`config.mk`:
```
export PLATFORM = sky130hd
export DESIGN_NAME = ovi_issue_ctrl
export DESIGN_NICKNAME = d
export VERILOG_FILES = /design/src/rtl/ovi_pkg.sv /design/src/rtl/ovi_sb_table.sv /design/src/rtl/ovi_issue_ctrl.sv
export VERILOG_INCLUDE_DIRS = /design/src /design/src/rtl
export SDC_FILE = /design/constraint.sdc
export NUM_CORES = 1
export LEC_CHECK = 0
export ABC_AREA = 1
export BUFFER_PORTS_ARGS = -buffer_cell sky130_fd_sc_hd__buf_2
export CORE_ASPECT_RATIO = 0.9
export CORE_UTILIZATION = 45
export CTS_CLUSTER_SIZE = 14
export DETAILED_ROUTE_END_ITERATION = 8
export PLACE_DENSITY = 0.77
export SYNTH_ARGS = -nofsm -noshare
export SYNTH_HDL_FRONTEND = slang
export SYNTH_SLANG_ARGS = --single-unit
```
`constraint.sdc`:
```
create_clock -name clk -period 3.4 [get_ports clk]
set_clock_uncertainty 0.05 [all_clocks]
set_input_delay 0.51 -clock clk [delete_from_list [all_inputs] [get_ports clk]]
set_output_delay 0.51 -clock clk [all_outputs]
set_load 0.01 [all_outputs]
```
`src/rtl/definitions.sv`:
```
// Bus width macros shared by the OVI core-side blocks.
`ifndef OVI_DEFINITIONS_SV
`define OVI_DEFINITIONS_SV
`define OVI_INSTR_WIDTH      32
`define OVI_VL_WIDTH         14
`define OVI_SEW_WIDTH        3
`define OVI_DATA_WIDTH       32
`define OVI_SCALAROPND_WIDTH 64
`define OVI_SBID_WIDTH       5
`endif

```
`src/rtl/ovi_pkg.sv`:
```
// Shared types and sizes for the OVI issue controller and its scoreboard table.
`ifndef OVI_DEFINITIONS_SV
`include "definitions.sv"
`endif

package ovi_pkg;

  localparam int INSTR_W  = `OVI_INSTR_WIDTH;
  localparam int VL_W     = `OVI_VL_WIDTH;
  localparam int SEW_W    = `OVI_SEW_WIDTH;
  localparam int DATA_W   = `OVI_DATA_WIDTH;
  localparam int SCALAR_W = `OVI_SCALAROPND_WIDTH;
  localparam int SBID_W   = `OVI_SBID_WIDTH;
  localparam int SB_DEPTH = 2 ** SBID_W;
  localparam int CRED_W   = 4;
  localparam int OUTST_W  = 6;
  localparam int DST_W    = 5;

  typedef logic [SBID_W-1:0] sb_id_t;

  typedef struct packed {
    logic             busy;
    logic             wb;
    logic [DST_W-1:0] dst;
  } sb_entry_t;

endpackage

```
`src/rtl/ovi_sb_table.sv`:
```
// Scoreboard entry array: one allocate port, one free/lookup port, and a
// registered scalar writeback produced when a busy entry with wb=1 is freed.
`ifndef OVI_DEFINITIONS_SV
`include "definitions.sv"
`endif

module ovi_sb_table
  import ovi_pkg::*;
(
  input  logic                clk,
  input  logic                rst,
  input  logic                allocValid_i,
  input  sb_id_t              allocIdx_i,
  input  logic                allocWb_i,
  input  logic [DST_W-1:0]    allocDst_i,
  input  logic                freeValid_i,
  input  sb_id_t              freeIdx_i,
  input  logic [DATA_W-1:0]   freeData_i,
  output logic [SB_DEPTH-1:0] busy_o,
  output logic                freeHit_o,
  output logic                wbValid_o,
  output logic [DATA_W-1:0]   wbData_o,
  output logic [DST_W-1:0]    wbDst_o
);

  sb_entry_t [SB_DEPTH-1:0] entries_q, entries_d;
  logic                     wbValid_q;
  logic [DATA_W-1:0]        wbData_q;
  logic [DST_W-1:0]         wbDst_q;
  logic                     wbFire;

  assign freeHit_o = freeValid_i && entries_q[freeIdx_i].busy;
  assign wbFire    = freeHit_o && entries_q[freeIdx_i].wb;

  // Allocation only targets idle entries and frees only busy ones, so the two
  // ports can never touch the same entry in one cycle.
  always_comb begin
    entries_d = entries_q;
    if (allocValid_i) begin
      entries_d[allocIdx_i] = '{busy: 1'b1, wb: allocWb_i, dst: allocDst_i};
    end
    if (freeHit_o) begin
      entries_d[freeIdx_i].busy = 1'b0;
    end
  end

  always_comb begin
    busy_o = '0;
    for (int i = 0; i < SB_DEPTH; i++) begin
      busy_o[i] = entries_q[i].busy;
    end
  end

  always_ff @(posedge clk) begin
    if (rst) begin
      entries_q <= '0;
      wbValid_q <= 1'b0;
      wbData_q  <= '0;
      wbDst_q   <= '0;
    end else begin
      entries_q <= entries_d;
      wbValid_q <= wbFire;
      if (wbFire) begin
        wbData_q <= freeData_i;
        wbDst_q  <= entries_q[freeIdx_i].dst;
      end
    end
  end

  assign wbValid_o = wbValid_q;
  assign wbData_o  = wbData_q;
  assign wbDst_o   = wbDst_q;

endmodule

```
`src/rtl/ovi_issue_ctrl.sv`:
```
// Core-side OVI issue controller: credit-gated issue, in-order dispatch one
// cycle later, and completion matching back to scalar writebacks.
`ifndef OVI_DEFINITIONS_SV
`include "definitions.sv"
`endif

module ovi_issue_ctrl
  import ovi_pkg::*;
#(
  parameter int ISSUE_CREDITS = 4
) (
  input  logic                             clk,
  input  logic                             rst,
  input  logic                             core_issue_valid,
  input  logic [`OVI_INSTR_WIDTH-1:0]      core_issue_instr,
  input  logic [`OVI_VL_WIDTH-1:0]         core_issue_vl,
  input  logic [`OVI_SEW_WIDTH-1:0]        core_issue_sew,
  input  logic [`OVI_DATA_WIDTH-1:0]       core_issue_opnd,
  input  logic                             core_issue_wb,
  output logic                             core_issue_ready,
  output logic                             core_completed_valid,
  output logic [`OVI_DATA_WIDTH-1:0]       core_completed_data,
  output logic [4:0]                       core_completed_dst,
  output logic                             vpu_issue_valid,
  output logic [`OVI_INSTR_WIDTH-1:0]      vpu_issue_instr,
  output logic [`OVI_SCALAROPND_WIDTH-1:0] vpu_issue_scalar_opnd,
  output logic [`OVI_SBID_WIDTH-1:0]       vpu_issue_sb_id,
  output logic [`OVI_SEW_WIDTH-1:0]        vpu_issue_vsew,
  output logic [`OVI_VL_WIDTH-1:0]         vpu_issue_vl,
  input  logic                             vpu_issue_credit,
  output logic                             vpu_dispatch_valid,
  output logic [`OVI_SBID_WIDTH-1:0]       vpu_dispatch_sb_id,
  output logic                             vpu_dispatch_next_senior,
  output logic                             vpu_dispatch_kill,
  input  logic                             vpu_completed_valid,
  input  logic [`OVI_SBID_WIDTH-1:0]       vpu_completed_sb_id,
  input  logic [`OVI_SCALAROPND_WIDTH-1:0] vpu_completed_dest_reg,
  input  logic                             vpu_completed_illegal,
  output logic                             err_illegal,
  output logic                             err_protocol,
  output logic [5:0]                       outstanding
);

  localparam logic [CRED_W-1:0] CRED_MAX = 4'(ISSUE_CREDITS);

  logic [CRED_W-1:0]   cred_q, cred_d;
  sb_id_t              nextSb_q;
  logic [OUTST_W-1:0]  outstanding_q, outstanding_d;
  logic                errIllegal_q, errProtocol_q;
  logic                issueValid_q;
  logic [INSTR_W-1:0]  issueInstr_q;
  logic [SCALAR_W-1:0] issueOpnd_q;
  sb_id_t              issueSb_q;
  logic [SEW_W-1:0]    issueSew_q;
  logic [VL_W-1:0]     issueVl_q;
  logic                dispatchValid_q;
  sb_id_t              dispatchSb_q;

  logic [SB_DEPTH-1:0] busy;
  logic                accept;
  logic                sbHit;
  logic                credOverflow;
  logic                unusedDestHi;

  assign core_issue_ready = (cred_q != '0) && !busy[nextSb_q];
  assign accept           = core_issue_valid && core_issue_ready;
  assign unusedDestHi     = ^vpu_completed_dest_reg[SCALAR_W-1:DATA_W];

  ovi_sb_table u_sbTable (
    .clk          (clk),
    .rst          (rst),
    .allocValid_i (accept),
    .allocIdx_i   (nextSb_q),
    .allocWb_i    (core_issue_wb),
    .allocDst_i   (core_issue_instr[11:7]),
    .freeValid_i  (vpu_completed_valid),
    .freeIdx_i    (vpu_completed_sb_id),
    .freeData_i   (vpu_completed_dest_reg[DATA_W-1:0]),
    .busy_o       (busy),
    .freeHit_o    (sbHit),
    .wbValid_o    (core_completed_valid),
    .wbData_o     (core_completed_data),
    .wbDst_o      (core_completed_dst)
  );

  // A credit returned while the counter is already full has nowhere to go.
  always_comb begin
    cred_d       = cred_q;
    credOverflow = 1'b0;
    if (accept && !vpu_issue_credit) begin
      cred_d = cred_q - 4'd1;
    end else if (!accept && vpu_issue_credit) begin
      if (cred_q == CRED_MAX) begin
        credOverflow = 1'b1;
      end else begin
        cred_d = cred_q + 4'd1;
      end
    end
  end

  assign outstanding_d = outstanding_q + OUTST_W'(accept) - OUTST_W'(sbHit);

  always_ff @(posedge clk) begin
    if (rst) begin
      cred_q          <= CRED_MAX;
      nextSb_q        <= '0;
      outstanding_q   <= '0;
      errIllegal_q    <= 1'b0;
      errProtocol_q   <= 1'b0;
      issueValid_q    <= 1'b0;
      issueInstr_q    <= '0;
      issueOpnd_q     <= '0;
      issueSb_q       <= '0;
      issueSew_q      <= '0;
      issueVl_q       <= '0;
      dispatchValid_q <= 1'b0;
      dispatchSb_q    <= '0;
    end else begin
      cred_q          <= cred_d;
      outstanding_q   <= outstanding_d;
      errIllegal_q    <= errIllegal_q | (sbHit & vpu_completed_illegal);
      errProtocol_q   <= errProtocol_q | credOverflow | (vpu_completed_valid & ~sbHit);
      issueValid_q    <= accept;
      dispatchValid_q <= issueValid_q;
      dispatchSb_q    <= issueSb_q;
      if (accept) begin
        nextSb_q     <= nextSb_q + sb_id_t'(1);
        issueInstr_q <= core_issue_instr;
        issueOpnd_q  <= {{(SCALAR_W-DATA_W){1'b0}}, core_issue_opnd};
        issueSb_q    <= nextSb_q;
        issueSew_q   <= core_issue_sew;
        issueVl_q    <= core_issue_vl;
      end
    end
  end

  assign vpu_issue_valid          = issueValid_q;
  assign vpu_issue_instr          = issueInstr_q;
  assign vpu_issue_scalar_opnd    = issueOpnd_q;
  assign vpu_issue_sb_id          = issueSb_q;
  assign vpu_issue_vsew           = issueSew_q;
  assign vpu_issue_vl             = issueVl_q;
  assign vpu_dispatch_valid       = dispatchValid_q;
  assign vpu_dispatch_sb_id       = dispatchSb_q;
  assign vpu_dispatch_next_senior = dispatchValid_q;
  assign vpu_dispatch_kill        = 1'b0;
  assign err_illegal              = errIllegal_q;
  assign err_protocol             = errProtocol_q;
  assign outstanding              = outstanding_q;

endmodule
```
# After elaboration in Yosys (flattened, before gate mapping)
# Cells that the tools add are included.
# totals
reg_bits,372
in_bits,157
output_inout_bits,174
elab_cells,161
# op_classes
addsub,5
magnitude_cmp,4
eq_ne,2
mux,18
bitwise_logic,6
n_reduce_logical,14
# ops
operator,count
$bwmux W224,2
$mux W224,2
$demux W7 S5,2
$bmux W7 S5,1
$mux W7,3
$lt A5 B6 Y1 const B,2
$mux W4,3
$ge A5 B1 Y1 const B,2
$logic_and A1 B1 Y1,8
$add A6 B1 Y6,1
$sub A6 B1 Y6,1
$add A5 B1 Y5 const B,1
$bmux W1 S5,1
$add A4 B1 Y4 const B,1
$eq A4 B3 Y1 const B,1
$mux W1,4
$reduce_bool A4 Y1,1
$sub A4 B1 Y4 const B,1
$logic_not A1 Y1,3
$or A1 B1 Y1,3
$and A1 B1 Y1,2
$ne A2 B2 Y1 const B,1
$reduce_and A2 Y1,1
$reduce_bool A2 Y1,1
$not A1 Y1,1

# Logic depth before layout (Yosys ltp)
# depth
depth_word,11
depth_mapped,22
mapped_depth_nobuf,19

# Hierarchy
# A second synthesis with hierarchy kept.
# unflattened
cells_unflattened,2766
area_unflattened_um2,18071.1
# modules_own_cells
module,n_inst,cells_per_inst,area_per_inst_um2,seq_area_each_um2
ovi_sb_table,1,1939,12366.9,5245.0
ovi_issue_ctrl,1,827,5704.2,2202.1

# Worst setup path after synthesis
# OpenSTA, ideal clock, no wires.
# synth_path
kind,register to register
start,register nextSb_q[0]
end,"register outstanding_q[4], in the netlist outstanding[4]"
setup_ns,0.125
arrival_time_ns,2.727
t_required_ns,3.225
setup_slack_ns,0.498
path_stages_with_launch,20
n_path_buf,3
period_less_slack_ns,2.902
path_cell_list,dfxtp_1 buf_6 inv_4 buf_6 nand2_1 nand3_1 nand3_1 nand3_1 nor2_1 nand3_2 clkbuf_1 ha_1 inv_1 ha_1 inv_1 fa_1 nor2_1 a211oi_1 o21ai_0 a21oi_1
# synth_via
elab_chain_len,7
# synth_lines
item,line,text
"start, declared",ovi_issue_ctrl.sv:47,sb_id_t nextSb_q;
"start signal, assigned",ovi_issue_ctrl.sv:127,nextSb_q <= nextSb_q + sb_id_t'(1);
$bmux W1 S5,ovi_issue_ctrl.sv:65,assign core_issue_ready = (cred_q != '0) && !busy[nextSb_q];
$mux W1 (implied by the code),ovi_issue_ctrl.sv:65,
$logic_not A1 Y1,ovi_issue_ctrl.sv:65,
$logic_and A1 B1 Y1,ovi_issue_ctrl.sv:65,
$logic_and A1 B1 Y1,ovi_issue_ctrl.sv:66,assign accept = core_issue_valid && core_issue_ready;
$add A6 B1 Y6,ovi_issue_ctrl.sv:101,assign outstanding_d = outstanding_q + OUTST_W'(accept) - OUTST_W'(sbHit);
$sub A6 B1 Y6,ovi_issue_ctrl.sv:101,
"end signal, assigned",ovi_issue_ctrl.sv:120,outstanding_q <= outstanding_d;
"end, declared",ovi_issue_ctrl.sv:48,"logic [OUTST_W-1:0] outstanding_q, outstanding_d;"
# No other way between the ends. The select of a mux whose other input is x is not followed.
# A chain may end at the register's enable or synchronous reset.

# Final worst setup path
# layout_path
start,register nextSb_q[2]
end,register cred_q[3]
# layout_via
elab_chain_len,9
word_cells_on_any_way,12
cone_classes,eq/ne: 1; mux: 3; reduce/logical: 8
# layout_lines
item,line,text
$bmux W1 S5 *,ovi_issue_ctrl.sv:65,
$mux W1 (implied by the code) *,ovi_issue_ctrl.sv:65,
$logic_not A1 Y1 *,ovi_issue_ctrl.sv:65,
$logic_and A1 B1 Y1 *,ovi_issue_ctrl.sv:65,
$logic_and A1 B1 Y1 *,ovi_issue_ctrl.sv:66,
$logic_not A1 Y1,ovi_issue_ctrl.sv:92,end else if (!accept && vpu_issue_credit) begin
$logic_and A1 B1 Y1,ovi_issue_ctrl.sv:92,
$reduce_bool A2 Y1 (no source line),-,
$reduce_and A2 Y1 (no source line),-,
"end signal, assigned",ovi_issue_ctrl.sv:119,cred_q <= cred_d;
"end, declared",ovi_issue_ctrl.sv:46,"logic [CRED_W-1:0] cred_q, cred_d;"
# Mark *: on every way between the ends. The rest lies on a longest branch, timed or not. The select of a mux whose other input is x is not followed.

==> flow_summary_export.csv <==
group,metric,value,unit
run_status,status,"complete, no violations",
synth,async_reset_ff_share,0,%
drt,routed_wl,51500,um
final_layout,final_layout_size_suffix_gt1_share,13.1,%
sta,rsz0062_at_grt,"no",
placement,hpwl,33500,um
clocking,cts_resized,0,
drt,drtPass1Iterations,6,
drt,ant_nets,0,
die,rows,69,
synth,synth_common_cells,"nand2_1 (956), nor2_1 (568), dfxtp_1 (372), inv_1 (316), a21oi_1 (167)",
drt,vias,17300,
sta,timing.fmax,328,MHz
grt,grt_max_degree,127,
clocking,cts-root-buf,"clkbuf_16",
drt,drcViolationCount,0,
sta,holdWs,165,ps
synth,synth_xor_area_share,0.194,%
setup_path,cp_slowest_stage_delay,520,ps
synth,yosys.area_share.simple,36.8,%
synth,ys_seq_area_share,41.3,%
grt,grtUsageTotal,24.1,%
final_layout,syn_to_final_growth,14.9,%
synth,netlist.area_leader.share,41.3,%
clocking,clock_sinks,372,
clocking,cts_buffer_depth,3,
setup_path,worstPathMaxFanout,9,
run,max_cap_viol_count,0,
clocking,clock_latency,550,ps
setup_path,crit_path_cell_trace,"nand2_1 -> nor2_1 -> nand2_1 -> nand3_1 -> nor2_1 -> nand3_4 -> inv_2 -> ha_1 -> ha_1 -> nand2_1 -> nor2_1 -> a211oi_1 -> a21oi_1 -> o21ai_0 -> o21ai_0 -> a21oi_1",
setup_path,slowest_stage,"dfxtp_1",
drt,routed_via_density,4.83,
sta,slew_violations,0,
power,finalPower,12.7,mW
placement,dpl_cell_area,19400,sq um
synth,synth_ff_type,"dfxtp_1",
die,initial_core_util,45.7,%
synth,syn_inst,2846,
clocking,cts_max_level,2,
synth,synth_top_family_by_area,"simple AND/OR/NAND/NOR gates",
final_layout,nets,3192,
grt,antenna_found_initial,2,
synth,synth_seq_cells,372,
die,die_w,213,um
setup_path,arrival,3460,ps
synth,syn_area,18000,sq um
sta,post-route-min-period,3050,ps
die,core_area,39500,sq um
synth,synth.area.top_cells,"dfxtp_1 (41%), nand2_1 (20%), nor2_1 (12%), inv_1 (6.6%), a21oi_1 (4.6%)",
power,power_per_cell_area,611,nW/um^2
grt,grt_pass1_wl,78500,um
sta,hold_violations,0,
setup_path,end_kind,"flip-flop",
synth,synth_compound_gate_area_share,7.03,%
placement,dp_cells,3510,
synth,ys_types,37,
drt,drt-initial-drc-count,1881,
synth,yosysTopAreaCell,"dfxtp_1",
die,pin_count,331,
synth,synthAdderAreaFrac,1.19,%
grt,first_global_vias,15000,
power,p_leak,10.6,nW
grt,grt_overflow,0,
sta,maxSlewHeadroom,33.4,%
die,die_area,40900,sq um
clocking,cts_tree,"built",
synth,synth_edf_count,0,
setup_path,required,3810,ps
power,vdd_drop_max,494,uV
die,die_y,192,um
final_layout,fin_area,20700,sq um
placement,gp_congestion,0.982,
setup_path,startpoint_type,"flip-flop",
sta,setup_viol,0,
clocking,cts_buffers,39,
setup_path,critical_path_class,"flip-flop to flip-flop",
synth,synth_most_common_cell,"nand2_1",
min_path,hold_path.class,"input port to flip-flop",
synth,muxShareOfSynthArea,0,%
final_layout,fin_cells,3584,
synth,yosys_warnings,0,
clocking,cts_hold_buf,0,
sta,worstMarginPinSlew,999,ps
sta,fin_crit_sh,89.8,%
clocking,clk_pin_slew,60,ps
drt,post_drt_wl_per_cell,14.4,um
placement,numPortBuffers,265,
sta,timing.setup.tns,0,ps
synth,avgSynthCellArea,6.33,sq um
clocking,cts_setup_buffers,0,
## report_power, final
part           switching [mW]  internal [mW]  leakage [nW]  total (mW)
logic                    2.23           1.01          6.90        3.24
registers               0.230           4.80          3.01        5.03
clock network            1.78           2.59         0.650        4.38
total                    4.24           8.41          10.6        12.7
## final timing paths
path                       startpoint  cells past startpoint                        end  slack (ps)
setup / recovery          nextSb_q[2]                     16                  cred_q[3]         350
hold / removal    core_issue_opnd[30]                      3  vpu_issue_scalar_opnd[30]         160
hold reg to reg       vpu_issue_valid                      2   vpu_dispatch_next_senior         380
setup reg to reg          nextSb_q[2]                     16                  cred_q[3]         350
## stage by stage
stage          utilization [%]  setup WS, ps
3_5_place_dp              49.1           288
4_1_cts                   52.5           409
3_3_place_gp              49.1           289
5_1_grt                   52.5           103
6_report                  52.5           347
2_1_floorplan                -           498
## critical path, delay by kind of cell, from the launching register on
family          cells  cell delay (ps)
simple gates        8             1080
compound gates      5              740
fa+ha+maj           2              530
flops               1              520
buf+inv             1               40
## cell usage in the layout (no fill, tap or decap), types with 2 or more instances in the layout
cell type | netlist | final
a211oi_1 | 2 | 2
a21oi_1 | 167 | 167
buf_12 | 1 | 6
buf_2 | 66 | 264
buf_4 | 45 | 39
clkbuf_1 | 62 | 10
clkbuf_16 | 0 | 41
clkbuf_8 | 0 | 14
clkinv_2 | 0 | 3
conb_1 | 1 | 33
dfxtp_1 | 372 | 372
diode_2 | 0 | 4
fa_1 | 2 | 2
ha_1 | 14 | 14
inv_1 | 316 | 316
inv_2 | 8 | 7
nand2_1 | 956 | 956
nand2_2 | 2 | 2
nand3_1 | 83 | 83
nand3_4 | 10 | 11
nand4_1 | 28 | 28
nor2_1 | 568 | 567
nor2_4 | 3 | 4
nor3_1 | 16 | 16
o211ai_1 | 2 | 2
o21ai_0 | 58 | 58
o21ai_1 | 15 | 15
xor2_1 | 3 | 3
## per-layer routing
metal / part of all wire [%] / GRT usage (%) / routed length, um
met1: 45 / 33.8 / 23000
met2: 44 / 37.4 / 22800
met3: 8.7 / 4.61 / 4470
met4: 2.3 / 7.03 / 1190
met5: 0 / 0 / 0
## cells by family (layout without fill, tap and decap cells)
logic type,Yosys count,in the layout
AOI/OAI and AO/OA,249,249
xor gates and xnor gates,4,4
and+or+nand+nor,1669,1669
adders and majority gates,16,16
DFF,372,372
buffers and inverters,535,705
other,1,37
## layout make-up
class                   instances  area (sq um)
fillers                      3961         18700
multi-input cells            1971          8310
flip-flops and latches        372          7450
repair buffers                309          1730
clock buffers                  65          1260
inverters                     326          1230
well taps                     532           666
clock inverters                 5          61.3
diodes                          4          10.0
No activity file was read; power rests on OpenSTA's default activity.
